[config.mk]
export PLATFORM = sky130hd
export DESIGN_NAME = bus_arbiter
export DESIGN_NICKNAME = d
export VERILOG_FILES = /design/src/rtl/bus_arbiter_pkg.sv /design/src/rtl/bus_arbiter_rr_arbiter.sv /design/src/rtl/bus_arbiter.sv
export SDC_FILE = /design/constraint.sdc
export NUM_CORES = 1
export LEC_CHECK = 0
export ABC_AREA = 1
export BUFFER_PORTS_ARGS = -buffer_cell sky130_fd_sc_hd__buf_2
export CAP_MARGIN = 10
export CORE_MARGIN = 2
export CORE_UTILIZATION = 45
export DETAILED_ROUTE_END_ITERATION = 8
export MAX_ROUTING_LAYER = met4
export PLACE_DENSITY = 0.81
export SYNTH_ARGS = -nofsm -noshare
export SYNTH_HDL_FRONTEND = slang
export SYNTH_HIERARCHICAL = 1
export SYNTH_SLANG_ARGS = --single-unit
[constraint.sdc]
create_clock -name i_clk -period 4.9 [get_ports i_clk]
set_input_delay 0.98 -clock i_clk [delete_from_list [all_inputs] [get_ports i_clk]]
set_output_delay 0.98 -clock i_clk [all_outputs]
set_load 0.05 [all_outputs]
[src/rtl/bus_arbiter_pkg.sv]
// -----------------------------------------------------------------------------
// bus_arbiter_pkg
//   Shared constants and types for the N-master bus arbiter:
//     - default bus width
//     - bus direction encodings (READ / WRITE)
//     - funct3 transfer size codes (SB/SH/SW/LBU/LHU)
//     - transfer FSM state type
// -----------------------------------------------------------------------------
package bus_arbiter_pkg;

    localparam int XLEN_DEF = 32;

    // Bus direction as carried on i_wr_rd / o_wr_rd
    localparam logic DIR_READ  = 1'b0;
    localparam logic DIR_WRITE = 1'b1;

    // funct3 size codes
    localparam logic [2:0] SZ_SB  = 3'b000;
    localparam logic [2:0] SZ_SH  = 3'b001;
    localparam logic [2:0] SZ_SW  = 3'b010;
    localparam logic [2:0] SZ_LBU = 3'b100;
    localparam logic [2:0] SZ_LHU = 3'b101;

    typedef enum logic [1:0] {
        ST_IDLE = 2'd0,
        ST_BUSY = 2'd1,
        ST_RESP = 2'd2
    } state_t;

endpackage

[src/rtl/bus_arbiter_rr_arbiter.sv]
// -----------------------------------------------------------------------------
// rr_arbiter
//   Request selector for the bus arbiter. Produces a combinational one-hot
//   grant from the request vector; in round-robin mode the search starts at an
//   internal pointer which advances past the winner whenever i_en is high.
//   In fixed-priority mode the search always starts at index 0.
// Ports:
//   i_clk, i_rst  clock, asynchronous active-high reset (pointer -> 0)
//   i_req[N]      request vector
//   i_en          commit the current grant (advances the rr pointer)
//   o_grant[N]    one-hot grant, all zero when no request
// -----------------------------------------------------------------------------
module rr_arbiter
    import bus_arbiter_pkg::*;
#(
    parameter int N        = 2,
    parameter int ARB_MODE = 0
) (
    input  logic         i_clk,
    input  logic         i_rst,
    input  logic [N-1:0] i_req,
    input  logic         i_en,
    output logic [N-1:0] o_grant
);

    localparam int PW = (N > 1) ? $clog2(N) : 1;

    logic [PW-1:0] ptr_q;
    logic [PW-1:0] ptr_d;
    logic [PW-1:0] start_s;
    logic [PW-1:0] win_s;
    logic [PW-1:0] idx_s;
    logic          found_s;

    // Search origin: the rr pointer in round-robin mode, index 0 otherwise
    always_comb begin
        if (ARB_MODE == 1) begin
            start_s = ptr_q;
        end else begin
            start_s = {PW{1'b0}};
        end
    end

    // Walk the requests from the origin, wrapping modulo N; first hit wins
    always_comb begin
        o_grant = {N{1'b0}};
        win_s   = start_s;
        found_s = 1'b0;
        idx_s   = {PW{1'b0}};
        for (int i = 0; i < N; i++) begin
            idx_s = PW'((int'(start_s) + i) % N);
            if (!found_s && i_req[idx_s]) begin
                found_s        = 1'b1;
                win_s          = idx_s;
                o_grant[idx_s] = 1'b1;
            end else begin
                found_s = found_s;
            end
        end
    end

    // Pointer successor: winner + 1, wrapping at N
    always_comb begin
        if (win_s == PW'(N - 1)) begin
            ptr_d = {PW{1'b0}};
        end else begin
            ptr_d = win_s + PW'(1);
        end
    end

    // Round-robin pointer register, advanced only on a committed grant
    always_ff @(posedge i_clk or posedge i_rst) begin
        if (i_rst) begin
            ptr_q <= {PW{1'b0}};
        end else if ((ARB_MODE == 1) && i_en && found_s) begin
            ptr_q <= ptr_d;
        end else begin
            ptr_q <= ptr_q;
        end
    end

endmodule

[src/rtl/bus_arbiter.sv]
// -----------------------------------------------------------------------------
// bus_arbiter
//   N-master to one single-outstanding simple bus. In IDLE the winning request
//   is latched onto the registered bus outputs; in BUSY the bus request is held
//   until i_ack or timeout; RESP lasts one cycle and pulses o_ready (and o_err
//   on timeout) to the owner before returning to IDLE.
// Ports:
//   i_clk, i_rst                       clock, asynchronous active-high reset
//   i_req/i_wr_rd/i_addr/i_wr_data/i_size   per-master request (packed by index)
//   o_ready/o_err                      per-master one-cycle completion / error
//   o_rd_data                          read data broadcast (0 after a timeout)
//   o_grant                            one-hot owner, 0 in IDLE
//   i_ack/i_rd_data                    bus completion and read data
//   o_bus_en/o_wr_rd/o_addr/o_wr_data/o_size   registered bus request
// -----------------------------------------------------------------------------
module bus_arbiter
    import bus_arbiter_pkg::*;
#(
    parameter int XLEN        = XLEN_DEF,
    parameter int NUM_MASTERS = 2,
    parameter int ARB_MODE    = 0,
    parameter int TIMEOUT     = 256
) (
    input  logic                        i_clk,
    input  logic                        i_rst,
    input  logic [NUM_MASTERS-1:0]      i_req,
    input  logic [NUM_MASTERS-1:0]      i_wr_rd,
    input  logic [NUM_MASTERS*XLEN-1:0] i_addr,
    input  logic [NUM_MASTERS*XLEN-1:0] i_wr_data,
    input  logic [NUM_MASTERS*3-1:0]    i_size,
    output logic [NUM_MASTERS-1:0]      o_ready,
    output logic [NUM_MASTERS-1:0]      o_err,
    output logic [XLEN-1:0]             o_rd_data,
    output logic [NUM_MASTERS-1:0]      o_grant,
    input  logic                        i_ack,
    input  logic [XLEN-1:0]             i_rd_data,
    output logic                        o_bus_en,
    output logic                        o_wr_rd,
    output logic [XLEN-1:0]             o_addr,
    output logic [XLEN-1:0]             o_wr_data,
    output logic [2:0]                  o_size
);

    localparam int N    = NUM_MASTERS;
    // Counter only needs to reach TIMEOUT; keep at least one bit when disabled
    localparam int TO_W = (TIMEOUT > 0) ? $clog2(TIMEOUT + 1) : 1;

    state_t          state_q;
    logic [N-1:0]    grant_q;
    logic [N-1:0]    ready_q;
    logic [N-1:0]    err_q;
    logic            bus_en_q;
    logic            wr_rd_q;
    logic [XLEN-1:0] addr_q;
    logic [XLEN-1:0] wr_data_q;
    logic [2:0]      size_q;
    logic [XLEN-1:0] rd_data_q;
    logic [TO_W-1:0] cnt_q;

    logic [N-1:0]    arb_grant_s;
    logic            arb_en_s;
    logic            timeout_s;
    logic            sel_wr_rd_s;
    logic [XLEN-1:0] sel_addr_s;
    logic [XLEN-1:0] sel_wr_data_s;
    logic [2:0]      sel_size_s;

    // Arbitration is only committed from IDLE; BUSY/RESP never move the pointer
    assign arb_en_s = (state_q == ST_IDLE) && (|i_req);

    rr_arbiter #(
        .N        (N),
        .ARB_MODE (ARB_MODE)
    ) u_arb (
        .i_clk   (i_clk),
        .i_rst   (i_rst),
        .i_req   (i_req),
        .i_en    (arb_en_s),
        .o_grant (arb_grant_s)
    );

    // One-hot mux of the winner's request fields (AND-OR, grant is one-hot)
    always_comb begin
        sel_wr_rd_s   = 1'b0;
        sel_addr_s    = {XLEN{1'b0}};
        sel_wr_data_s = {XLEN{1'b0}};
        sel_size_s    = 3'b000;
        for (int k = 0; k < N; k++) begin
            sel_wr_rd_s   = sel_wr_rd_s   | (i_wr_rd[k] & arb_grant_s[k]);
            sel_addr_s    = sel_addr_s    | (i_addr[k*XLEN +: XLEN]    & {XLEN{arb_grant_s[k]}});
            sel_wr_data_s = sel_wr_data_s | (i_wr_data[k*XLEN +: XLEN] & {XLEN{arb_grant_s[k]}});
            sel_size_s    = sel_size_s    | (i_size[k*3 +: 3]          & {3{arb_grant_s[k]}});
        end
    end

    // Expiry fires in the TIMEOUT-th BUSY cycle (counter starts at 0)
    always_comb begin
        if (TIMEOUT > 0) begin
            timeout_s = (cnt_q == TO_W'(TIMEOUT - 1));
        end else begin
            timeout_s = 1'b0;
        end
    end

    // Transfer FSM with registered bus request, response and timeout counter
    always_ff @(posedge i_clk or posedge i_rst) begin
        if (i_rst) begin
            state_q   <= ST_IDLE;
            grant_q   <= {N{1'b0}};
            ready_q   <= {N{1'b0}};
            err_q     <= {N{1'b0}};
            bus_en_q  <= 1'b0;
            wr_rd_q   <= 1'b0;
            addr_q    <= {XLEN{1'b0}};
            wr_data_q <= {XLEN{1'b0}};
            size_q    <= 3'b000;
            rd_data_q <= {XLEN{1'b0}};
            cnt_q     <= {TO_W{1'b0}};
        end else begin
            case (state_q)
                ST_IDLE: begin
                    ready_q <= {N{1'b0}};
                    err_q   <= {N{1'b0}};
                    if (arb_en_s) begin
                        grant_q   <= arb_grant_s;
                        bus_en_q  <= 1'b1;
                        wr_rd_q   <= sel_wr_rd_s;
                        addr_q    <= sel_addr_s;
                        wr_data_q <= sel_wr_data_s;
                        size_q    <= sel_size_s;
                        cnt_q     <= {TO_W{1'b0}};
                        state_q   <= ST_BUSY;
                    end else begin
                        grant_q  <= {N{1'b0}};
                        bus_en_q <= 1'b0;
                    end
                end
                ST_BUSY: begin
                    // An ack coinciding with expiry takes precedence
                    if (i_ack) begin
                        rd_data_q <= i_rd_data;
                        ready_q   <= grant_q;
                        err_q     <= {N{1'b0}};
                        bus_en_q  <= 1'b0;
                        state_q   <= ST_RESP;
                    end else if (timeout_s) begin
                        rd_data_q <= {XLEN{1'b0}};
                        ready_q   <= grant_q;
                        err_q     <= grant_q;
                        bus_en_q  <= 1'b0;
                        state_q   <= ST_RESP;
                    end else if (cnt_q != {TO_W{1'b1}}) begin
                        cnt_q <= cnt_q + TO_W'(1);
                    end else begin
                        cnt_q <= cnt_q;
                    end
                end
                ST_RESP: begin
                    ready_q <= {N{1'b0}};
                    err_q   <= {N{1'b0}};
                    grant_q <= {N{1'b0}};
                    state_q <= ST_IDLE;
                end
                default: begin
                    ready_q  <= {N{1'b0}};
                    err_q    <= {N{1'b0}};
                    grant_q  <= {N{1'b0}};
                    bus_en_q <= 1'b0;
                    state_q  <= ST_IDLE;
                end
            endcase
        end
    end

    assign o_ready   = ready_q;
    assign o_err     = err_q;
    assign o_rd_data = rd_data_q;
    assign o_grant   = grant_q;
    assign o_bus_en  = bus_en_q;
    assign o_wr_rd   = wr_rd_q;
    assign o_addr    = addr_q;
    assign o_wr_data = wr_data_q;
    assign o_size    = size_q;

endmodule

* Yosys cells after proc, flatten, opt, wreduce, memory -nomap -nowiden
Index checks and enable logic that the tools add are counted.
Storage, ports and cells: flip-flop bits (word level) 118, bits in latches 0, memory bits (writable) 0, bits in read-only memories 0, bits of input ports 173, output and inout bits 107, logic and storage cells 71, memories kept 0
Operators by class: add/subtract/negate cells 1, multiply operators 0, div/mod/pow operators 0, $lt $le $gt $ge 0, equal/unequal tests 9, shift-type cells 0, multiplexer cells 25, bitwise gates (word level) 13, reductions and logical operators 12
Operators by type and width (number):
- bitwise AND 32 bit | 4
- two-way mux 32 bit | 2
- OR 32 bit | 2
- two-way mux 9 bit | 4
- two-way mux 2 bit | 10
- one-hot mux 9 bit (2 select lines) | 1
- adder 9 x 1 -> 9 bit, second input constant | 1
- equality test 9 x 8 -> 1 bit, second input constant | 1
- inequality test 9 bit, second input constant | 1
- inequality test 2 bit, second input constant | 4
- one-hot mux 2 bit (2 select lines) | 2
- AND reduction 2 bit | 4
- bitwise AND 3 bit | 2
- two-way mux 1 bit | 5
- AND reduction 5 bit | 1
- nonzero test 2 bit | 2
- inequality test 3 bit, second input constant | 1
- OR 3 bit | 1
- one-hot mux 1 bit (3 select lines) | 1
- bitwise AND 1 bit | 2
- equality test 2 x 1 -> 1 bit, second input constant | 1
- equality test 2 bit, second input constant | 1
- logical AND 1 bit | 2
- logical NOT 2 bit | 1
- 4 further kinds | 4

* Longest topological paths before layout
Gate-level depths: netlist (run 1).
depth in word-level cells 6, mapped depth 15, depth with buffers taken out 14

* Hierarchy
The synthesis (run 1) kept the hierarchy.
Modules (own cells, without submodules):
- bus_arbiter | instances 1, cells an instance 626, area an instance 5138.7 µm², seq. area each 2952.8 µm²
- rr_arbiter | instances 1, cells an instance 3, area an instance 17.5 µm², seq. area each 0.0 µm²

* Worst setup path before layout (run 1)
OpenSTA, ideal clock, no wires.
path type input -> register, from input i_ack, to register cnt_q[3], setup time 0.121 ns, arrival time 1.817 ns, required time 4.779 ns, setup slack 2.963 ns, stages 10, path buffers 2, path through buf_2 -> inv_1 -> nand2_2 -> nand2_4 -> nand2_2 -> nor2_4 -> inv_2 -> buf_6 -> nand2_1 -> o21ai_1
Between the ends: word-level cells in the longest chain between the ends 2
RTL lines:
- start, declared | line bus_arbiter.sv:35 | input logic i_ack,
- inequality test 2 bit (no source line)
- AND reduction 5 bit (no source line)
- end signal, assigned | line bus_arbiter.sv:118 | cnt_q <= {TO_W{1'b0}};
- end signal, assigned | line bus_arbiter.sv:131 | cnt_q <= {TO_W{1'b0}};
- end signal, assigned | line bus_arbiter.sv:153 | cnt_q <= cnt_q + TO_W'(1);
- end, declared | line bus_arbiter.sv:58 | logic [TO_W-1:0] cnt_q;
Every way passes these cells. A chain may end at the register's enable or synchronous reset.

* Worst setup path after layout (run 1)
from input i_req[0], to register wr_data_q[5] (netlist: o_wr_data[5])
Between the ends: word-level cells in the longest chain between the ends 6, elaborated cells on any way between the ends 11, classes of those cells mux: 3; bitwise: 3; reduce/logical: 5
RTL lines:
- start, declared | line bus_arbiter.sv:26 | input logic [NUM_MASTERS-1:0] i_req,
- two-way mux 1 bit | line bus_arbiter_rr_arbiter.sv:52 | if (!found_s && i_req[idx_s]) begin
- logical NOT 1 bit | line bus_arbiter_rr_arbiter.sv:52
- logical AND 1 bit | line bus_arbiter_rr_arbiter.sv:52
- two-way mux 2 bit | line bus_arbiter_rr_arbiter.sv:52
- bitwise AND 32 bit | line bus_arbiter.sv:91 | sel_wr_data_s = sel_wr_data_s | (i_wr_data[k*XLEN +: XLEN] & {XLEN{arb_grant_s[k]}});
- OR 32 bit | line bus_arbiter.sv:91
- end signal, assigned | line bus_arbiter.sv:115 | wr_data_q <= {XLEN{1'b0}};
- end signal, assigned | line bus_arbiter.sv:129 | wr_data_q <= sel_wr_data_s;
- end, declared | line bus_arbiter.sv:55 | logic [XLEN-1:0] wr_data_q;
Several ways; a longest one is shown, not always the timed one.

==> results.yml, run 1 <==
global_routing:
  met1_usage: 0.316
  grt.overflow.total: 0
  antenna_found_initial: 0
  grt_start_max_net_pins: 74
  grt_busiest_layer: "met2"
  grtUsageMet2: 0.415
  grt_usage: 0.258
  grt_first_pass_wirelength_um: 24400
  grtUsageMet3: 0.0590
  first_global_vias: 4985
clocking:
  cts_setup_buffers: 0
  cts_buffer_depth: 2
  cts_sinks: 118
  cts_tree: "yes"
  cts-resized-gates: 0
  clkTransAtPathRegs_ns: 0.05
  hold_buffers: 0
  clk_latency_ns: 0.41
  htreeDepth: 4
  cts_buffers: 17
  root_buffer: "clkbuf_16"
drt:
  ant_nets: 0
  wl_per_cell_um: 14.4
  wirelength_um: 15100
  dr.pass1.iters: 5
  drt_iter0_drc: 328
  vias_per_cell: 4.99
  num_vias: 5245
  drc: 0
timing:
  fin_crit_ns: 2.67
  finClkSkew_ns: 0.0150
  setup_ws_ns: 2.24
  final-max-slew-violation-count: 0
  maxClockFrequency_mhz: 375
  timing.setup.tns_ns: 0
  hold_viol_final: 0
  tightest_slew_ns: 1.17
  slew-limit-headroom: 0.220
  hold_slack_ns: 0.463
  finalSetupViolCount: 0
  post-route-period-util: 0.544
  rsz0062_at_grt: "false"
pwr:
  ir_worst_vdd_uv: 498
  p_leak_nw: 4.07
  power_density_nw_per_um2: 773
  power.total_mw: 5.56
floorplan:
  start_util: 0.457
  coreArea_um2: 11300
  fp.dieW_um: 111
  die_area_um2: 12300
  die_h_um: 111
  num_rows: 39
  pin_count: 280
setup_path:
  start_kind: "input port"
  worstPathRequired_ns: 5.25
  critPathCaptureType: "flop"
  crit_type: "in2reg"
  worstPathMaxFanout: 73
  arrival_ns: 3.01
run_status:
  status: "completed"
placement:
  post-place-ws_ns: 1.84
  place_congestion: 0.877
  io_buffers: 279
  place_hpwl_um: 10700
  placed_cells: 1020
finish:
  final_common_cell: "nand2_1"
  area_growth_pct: 39.6
  finalNetCount: 1072
  mostFrequentLayoutCells: "nand2_1, buf_2, dfrtp_1"
  antenna_cells: 0
  layout-drive-gt1-share: 0.359
  fin_cells: 1051
synthesis:
  syn_area_um2: 5150
  synth_nets: 804
  synthCells: 628
  ys_warn_count: 6
  syn_avg_cell_area_um2: 8.20
job:
  max-cap-violations: 0
hold_path:
  holdCritPathClass: "reg2reg"
[per-stage QoR]
step           area (um^2)   util
5_1_grt               7190  0.638
2_1_floorplan         5150      -
4_1_cts               7190  0.638
3_5_place_dp          6590  0.585
3_3_place_gp          6590  0.585
6_report              7190  0.638
[layout make-up]
type / instances / area, um^2
Sequential cell: 118 / 2950
Tap cell: 143 / 179
Clock inverter: 9 / 125
Timing Repair Buffer: 284 / 1430
Clock buffer: 22 / 474
Multi-Input combinational cell: 454 / 1940
Fill cell: 973 / 4080
Inverter: 21 / 81.3
[report_power, final]
part           total, mW  leakage [nW]  switching [mW]  internal, mW
registers           1.58          1.50           0.213          1.37
clock network       1.26         0.292           0.427         0.833
logic               2.71          2.28            2.13         0.577
total               5.56          4.07            2.77          2.78
[routing by layer]
layer | up-vias | wire length, um
met3 | 38 | 1010
met5 | - | 0
met4 | 0 | 475
met2 | 236 | 7570
met1 | 2450 | 6040
li1 | 2521 | -
[sequential cells by signal (all words and copies together) (netlist names)]
name	flops
o_addr	32
o_rd_data	32
o_wr_data	32
cnt_q	9
o_size	3
o_err	2
o_grant	2
o_ready	2
state_q	2
o_bus_en	1
o_wr_rd	1
[worst max-delay path, stage by stage]
cell     delay [ns]
buf_2          0.10
inv_1          0.04
nand2_1        0.09
nand2_2        0.08
buf_4          0.35
nor2_4         0.55
buf_4          0.49
nand2_1        0.12
nand3_1        0.12
[worst paths after layout]
path                               start  slack [ns]            end  cells past startpoint
max                             i_req[0]        2.24   o_wr_data[5]                      9
min reg2reg                o_rd_data[28]        0.46  o_rd_data[28]                      2
min                        o_rd_data[28]        0.46  o_rd_data[28]                      2
max in group asynchronous          i_rst        3.39      o_addr[0]                      3
min in group asynchronous          i_rst        0.57     o_addr[15]                      2
max reg2reg                   state_q[0]        2.43   o_wr_data[5]                      7
No activity file was read; power rests on OpenSTA's default activity.
==> run 2, diff against run 1 <==
==> constraint.sdc (replaced) <==
create_clock -name i_clk -period 2.6 [get_ports i_clk]
set_input_delay 0.52 -clock i_clk [delete_from_list [all_inputs] [get_ports i_clk]]
set_output_delay 0.52 -clock i_clk [all_outputs]
set_load 0.05 [all_outputs]
==> results.yml, run 2 (same netlist as run 1, synthesis figures left out) <==
timing:
  finClkSkew_ns: 0.0110
  post-route-period-util: 0.765
  final-max-slew-violation-count: 0
  maxClockFrequency_mhz: 503
  slew-limit-headroom: 0.622
  hold_viol_final: 0
  finalSetupViolCount: 0
  rsz0062_at_grt: "false"
  fin_crit_ns: 1.99
  hold_slack_ns: 0.201
  tightest_slew_ns: 0.568
  timing.setup.tns_ns: 0
clocking:
  cts_buffer_depth: 2
  htreeDepth: 4
  hold_buffers: 0
  cts_sinks: 118
  clk_latency_ns: 0.41
  clkTransAtPathRegs_ns: 0.05
  cts_buffers: 17
  cts-resized-gates: 0
  cts_setup_buffers: 0
  cts_tree: "yes"
  root_buffer: "clkbuf_16"
global_routing:
  grt.overflow.total: 0
  antenna_found_initial: 0
  grt_start_max_net_pins: 57
  grtUsageMet2: 0.402
  grt_first_pass_wirelength_um: 24200
  grtUsageMet3: 0.0601
  grt_usage: 0.252
  grt_busiest_layer: "met2"
  met1_usage: 0.310
  first_global_vias: 5076
finish:
  layout-drive-gt1-share: 0.363
  final_common_cell: "nand2_1"
  finalNetCount: 1076
  area_growth_pct: 41.4
  mostFrequentLayoutCells: "nand2_1, buf_2, dfrtp_1"
  antenna_cells: 0
drt:
  num_vias: 5234
  drt_iter0_drc: 377
  wl_per_cell_um: 14.1
  vias_per_cell: 4.96
  dr.pass1.iters: 4
  wirelength_um: 14900
  ant_nets: 0
  drc: 0
floorplan:
  die_area_um2: 12300
  coreArea_um2: 11300
  fp.dieW_um: 111
  num_rows: 39
  start_util: 0.457
  die_h_um: 111
  pin_count: 280
pwr:
  ir_worst_vdd_uv: 969
  p_leak_nw: 4.10
  power_density_nw_per_um2: 1450
setup_path:
  crit_slowest_cell: "dfrtp_1"
  crit_buf_inv: 3
  worstPathRequired_ns: 2.88
  crit_type: "reg2reg"
  start_kind: "flop"
  crit_path_cell_trace: "ha_1 > nand2_1 > inv_1 > nand3_1 > nor2_1 > ha_1 > inv_1 > nand2_2 > nand2_4 > nand2_2 > nor2_4 > inv_2 > nand2_1 > o21ai_1"
  critPathCaptureType: "flop"
  cp_top_family: "simple AND/OR/NAND/NOR gates"
  worstPathMaxFanout: 11
  cp_slowest_stage_delay_ns: 0.41
  arrival_ns: 2.27
run_status:
  status: "completed"
job:
  max-cap-violations: 0
placement:
  place_congestion: 0.875
  io_buffers: 279
  place_hpwl_um: 10600
hold_path:
  holdCritPathClass: "in2async"
==> run 2: changes by cell type in the layout (fill, tap and decap cells not counted), sizes merged <==
| cell | before | now |
|---|---|---|
| buf | 284 | 288 |
| clkinvlp | 2 | 5 |
| bufinv | 3 | 4 |
| clkbuf | 22 | 20 |
| inv | 21 | 20 |
==> run 2: worst paths after layout <==
check	from	to	slack, ns	cells after the start
max in group asynchronous	i_rst	o_wr_data[1]	2.02	3
worst max-delay path	cnt_q[0]	cnt_q[6]	0.61	14
worst min-delay path	i_rst	o_addr[10]	0.20	3
min in group i_clk	i_wr_data[57]	o_wr_data[25]	0.31	3
worst max register to register	cnt_q[0]	cnt_q[6]	0.61	14
worst min register to register	o_rd_data[8]	o_rd_data[8]	0.46	2
==> run 2: area by class of cell <==
class / instances / area [um^2]
flip-flops and latches: 118 / 2950
repair buffers: 288 / 1500
well taps: 143 / 179
clock buffers: 20 / 447
fillers: 1002 / 3990
clock inverters: 12 / 178
multi-input cells: 454 / 1940
inverters: 21 / 82.6
==> run 2: report_power, final <==
group / leakage, nW / internal, mW / switching [mW]
Combinational: 2.30 / 1.12 / 4.01
Sequential: 1.50 / 2.59 / 0.407
Clock: 0.292 / 1.63 / 0.824
Total: 4.10 / 5.33 / 5.24
==> run 2: worst reg2reg max path, cell delays in order (launching register included) <==
cell and delay, ns:
dfrtp_1 0.41, ha_1 0.22, nand2_1 0.08, inv_1 0.08, nand3_1 0.10, nor2_1 0.07
ha_1 0.17, inv_1 0.06, nand2_2 0.08, nand2_4 0.08, nand2_2 0.06, nor2_4 0.18
inv_2 0.13, nand2_1 0.08, o21ai_1 0.06
==> run 2: routing by layer <==
layer,routed length [um],vias up,part of all wire
li1,-,2530,-
met1,6070,2441,0.41
met2,7350,229,0.50
met3,975,34,0.066
met4,454,0,0.031
met5,0,-,0
==> run 2: metrics by stage <==
stage | util | std cells | power [mW] | cell area (um^2) | setup WS [ns]
after CTS | 0.646 | 1056 | 10.6 | 7280 | 0.591
after global routing | 0.646 | 1056 | 11.1 | 7280 | 0.406
after global placement | 0.591 | 1024 | 8.06 | 6660 | 0.658
final | 0.646 | 1056 | 10.6 | 7280 | 0.612
after detailed placement | 0.591 | 1024 | 8.15 | 6660 | 0.628
after floorplan | - | 628 | 6.84 | 5160 | 0.639
==> run 3, diff against run 2 <==
--- a/config.mk
+++ b/config.mk
@@ -9,10 +9,10 @@
 export BUFFER_PORTS_ARGS = -buffer_cell sky130_fd_sc_hd__buf_2
 export CAP_MARGIN = 10
 export CORE_MARGIN = 2
-export CORE_UTILIZATION = 45
+export CORE_UTILIZATION = 41
 export DETAILED_ROUTE_END_ITERATION = 8
 export MAX_ROUTING_LAYER = met4
-export PLACE_DENSITY = 0.81
+export PLACE_DENSITY = 0.77
 export SYNTH_ARGS = -nofsm -noshare
 export SYNTH_HDL_FRONTEND = slang
 export SYNTH_HIERARCHICAL = 1
==> constraint.sdc (replaced) <==
create_clock -name i_clk -period 1.7 [get_ports i_clk]
set_input_delay 0.34 -clock i_clk [delete_from_list [all_inputs] [get_ports i_clk]]
set_output_delay 0.34 -clock i_clk [all_outputs]
set_load 0.05 [all_outputs]
==> results.yml, run 3 (same netlist as run 1, synthesis figures left out) <==
run_status:
  status: "finished, violations left"
  violations: "negative setup slack"
timing:
  finalSetupViolCount: 28
  tightest_slew_ns: 0.386
  hold_viol_final: 0
  post-route-period-util: 1.03
  maxClockFrequency_mhz: 569
  rsz0062_at_grt: "true"
  setup_ws_ns: -0.0572
  finClkSkew_ns: 0.00883
  slew-limit-headroom: 0.742
  final-max-slew-violation-count: 0
  hold_slack_ns: 0.122
  fin_crit_ns: 1.76
pwr:
  power_density_nw_per_um2: 2140
  switching_power_mw: 8.28
  p_leak_nw: 4.27
  combPwrFrac: 0.506
  ir_worst_vdd_uv: 978
  switching_share: 0.497
  power.internal_mw: 8.40
  pwr-share-seq: 0.280
  pwr-share-clk: 0.215
drt:
  wl_per_cell_um: 14.5
  wirelength_um: 16000
  drc: 0
  num_vias: 5281
  vias_per_cell: 4.78
  dr.pass1.iters: 5
  drt_iter0_drc: 459
  ant_nets: 0
placement:
  io_buffers: 279
  postPlaceCellArea_um2: 6840
  place_congestion: 0.856
  place_hpwl_um: 10900
setup_path:
  crit_buf_inv: 3
  start_kind: "flop"
  crit_slowest_cell: "dfrtp_1"
  worstPathRequired_ns: 1.99
  critPathCaptureType: "flop"
  cp_top_family: "simple AND/OR/NAND/NOR gates"
  worstPathMaxFanout: 11
  crit_path_cell_trace: "ha_2 > nand2_2 > inv_2 > nand3_4 > nor2_4 > ha_4 > inv_4 > nand2_4 > nand2_8 > nand2_4 > nor2_4 > inv_4 > nand2_1 > o21ai_1"
  arrival_ns: 2.05
  cp_slowest_stage_delay_ns: 0.39
  crit_type: "reg2reg"
floorplan:
  coreArea_um2: 12200
  pin_count: 280
  start_util: 0.424
  fp.dieW_um: 116
  num_rows: 40
  die_h_um: 116
  die_area_um2: 13500
global_routing:
  first_global_vias: 4898
  grt_start_max_net_pins: 69
  grt_first_pass_wirelength_um: 23600
  antenna_found_initial: 0
  grt.overflow.total: 0
  grt_usage: 0.237
clocking:
  cts_tree: "yes"
  htreeDepth: 4
  cts_buffers: 17
  root_buffer: "clkbuf_16"
  cts_sinks: 118
  clk_latency_ns: 0.42
  cts_buffer_depth: 2
  clkTransAtPathRegs_ns: 0.06
hold_path:
  holdCritPathClass: "in2reg"
finish:
  final_core_util: 0.639
  layout-drive-gt1-share: 0.416
  fin_area_um2: 7780
  fillCellCount: 1037
  antenna_cells: 0
  finalNetCount: 1099
  area_growth_pct: 50.9
  mostFrequentLayoutCells: "nand2_1, buf_2, dfrtp_1"
  final_common_cell: "nand2_1"
job:
  max-cap-violations: 0
-- run 3: changes by cell type in the layout (fill, tap and decap cells not counted), sizes merged --
cell | previous run | this run
clkbuf | 20 | 27
clkinvlp | 5 | 4
buf | 288 | 308
dlygate4sd3 | 0 | 1
clkinv | 4 | 2
bufinv | 4 | 2
-- run 3: cell type report --
class	count	area [um^2]	share of cell area
sequential	118	2950	0.380
multi-input combinational	454	2160	0.278
timing repair buffer	311	1770	0.227
clock buffer	25	505	0.0650
tap	168	210	0.0270
clock inverter	7	92.6	0.0119
inverter	21	87.6	0.0113
-- run 3: final timing paths --
kind	cells after the start	slack (ns)	end	start
setup / recovery	14	-0.06	cnt_q[5]	cnt_q[0]
hold / removal	3	0.12	o_wr_data[17]	i_wr_data[49]
setup reg to reg	14	-0.06	cnt_q[5]	cnt_q[0]
hold reg to reg	2	0.47	o_rd_data[22]	o_rd_data[22]
max in group asynchronous	4	0.80	o_rd_data[9]	i_rst
min in group asynchronous	3	0.38	o_addr[14]	i_rst
-- run 3: timing repair --
item,CTS,global route
gates resized for setup,3,60
buffers inserted,1,6
hold buffers,1,0
pin swaps,2,7
endpoints found under the hold margin,1,0
gates cloned,0,2
endpoints found under the setup margin,10,47
-- run 3: routing by layer --
| layer | global-route usage | routed length (um) | up-vias |
|---|---|---|---|
| li1 | - | - | 2572 |
| met1 | 0.277 | 6130 | 2443 |
| met2 | 0.382 | 8320 | 238 |
| met3 | 0.0716 | 1090 | 28 |
| met4 | 0.101 | 429 | 0 |
| met5 | - | 0 | - |
-- run 3: metrics by stage --
stage	setup WS, ns	std cells	power (mW)	setup TNS, ns
6_report	-0.0572	1104	16.7	-0.706
5_1_grt	-0.175	1104	17.5	-5.22
4_1_cts	-0.0372	1097	16.3	-0.130
3_5_place_dp	-0.100	1063	12.6	-0.657
3_3_place_gp	-0.0408	1063	12.5	-0.231
2_1_floorplan	-0.0814	628	10.5	-10.10
-- run 3: worst reg2reg max path, stage by stage (launching register included) --
cell	delay (ns)
dfrtp_1	0.39
ha_2	0.20
nand2_2	0.07
inv_2	0.05
nand3_4	0.08
nor2_4	0.05
ha_4	0.16
inv_4	0.05
nand2_4	0.06
nand2_8	0.09
nand2_4	0.05
nor2_4	0.17
inv_4	0.09
nand2_1	0.07
o21ai_1	0.06
-- run 3: power groups by stage --
stage               combinational, mW  sequential [mW]  clock [mW]
floorplan                        2.04             8.43           0
global placement                 7.93             4.56           0
detailed placement               8.03             4.59           0
CTS                              8.06             4.57        3.63
global route                     8.95             4.80        3.78
finish                           8.43             4.67        3.58
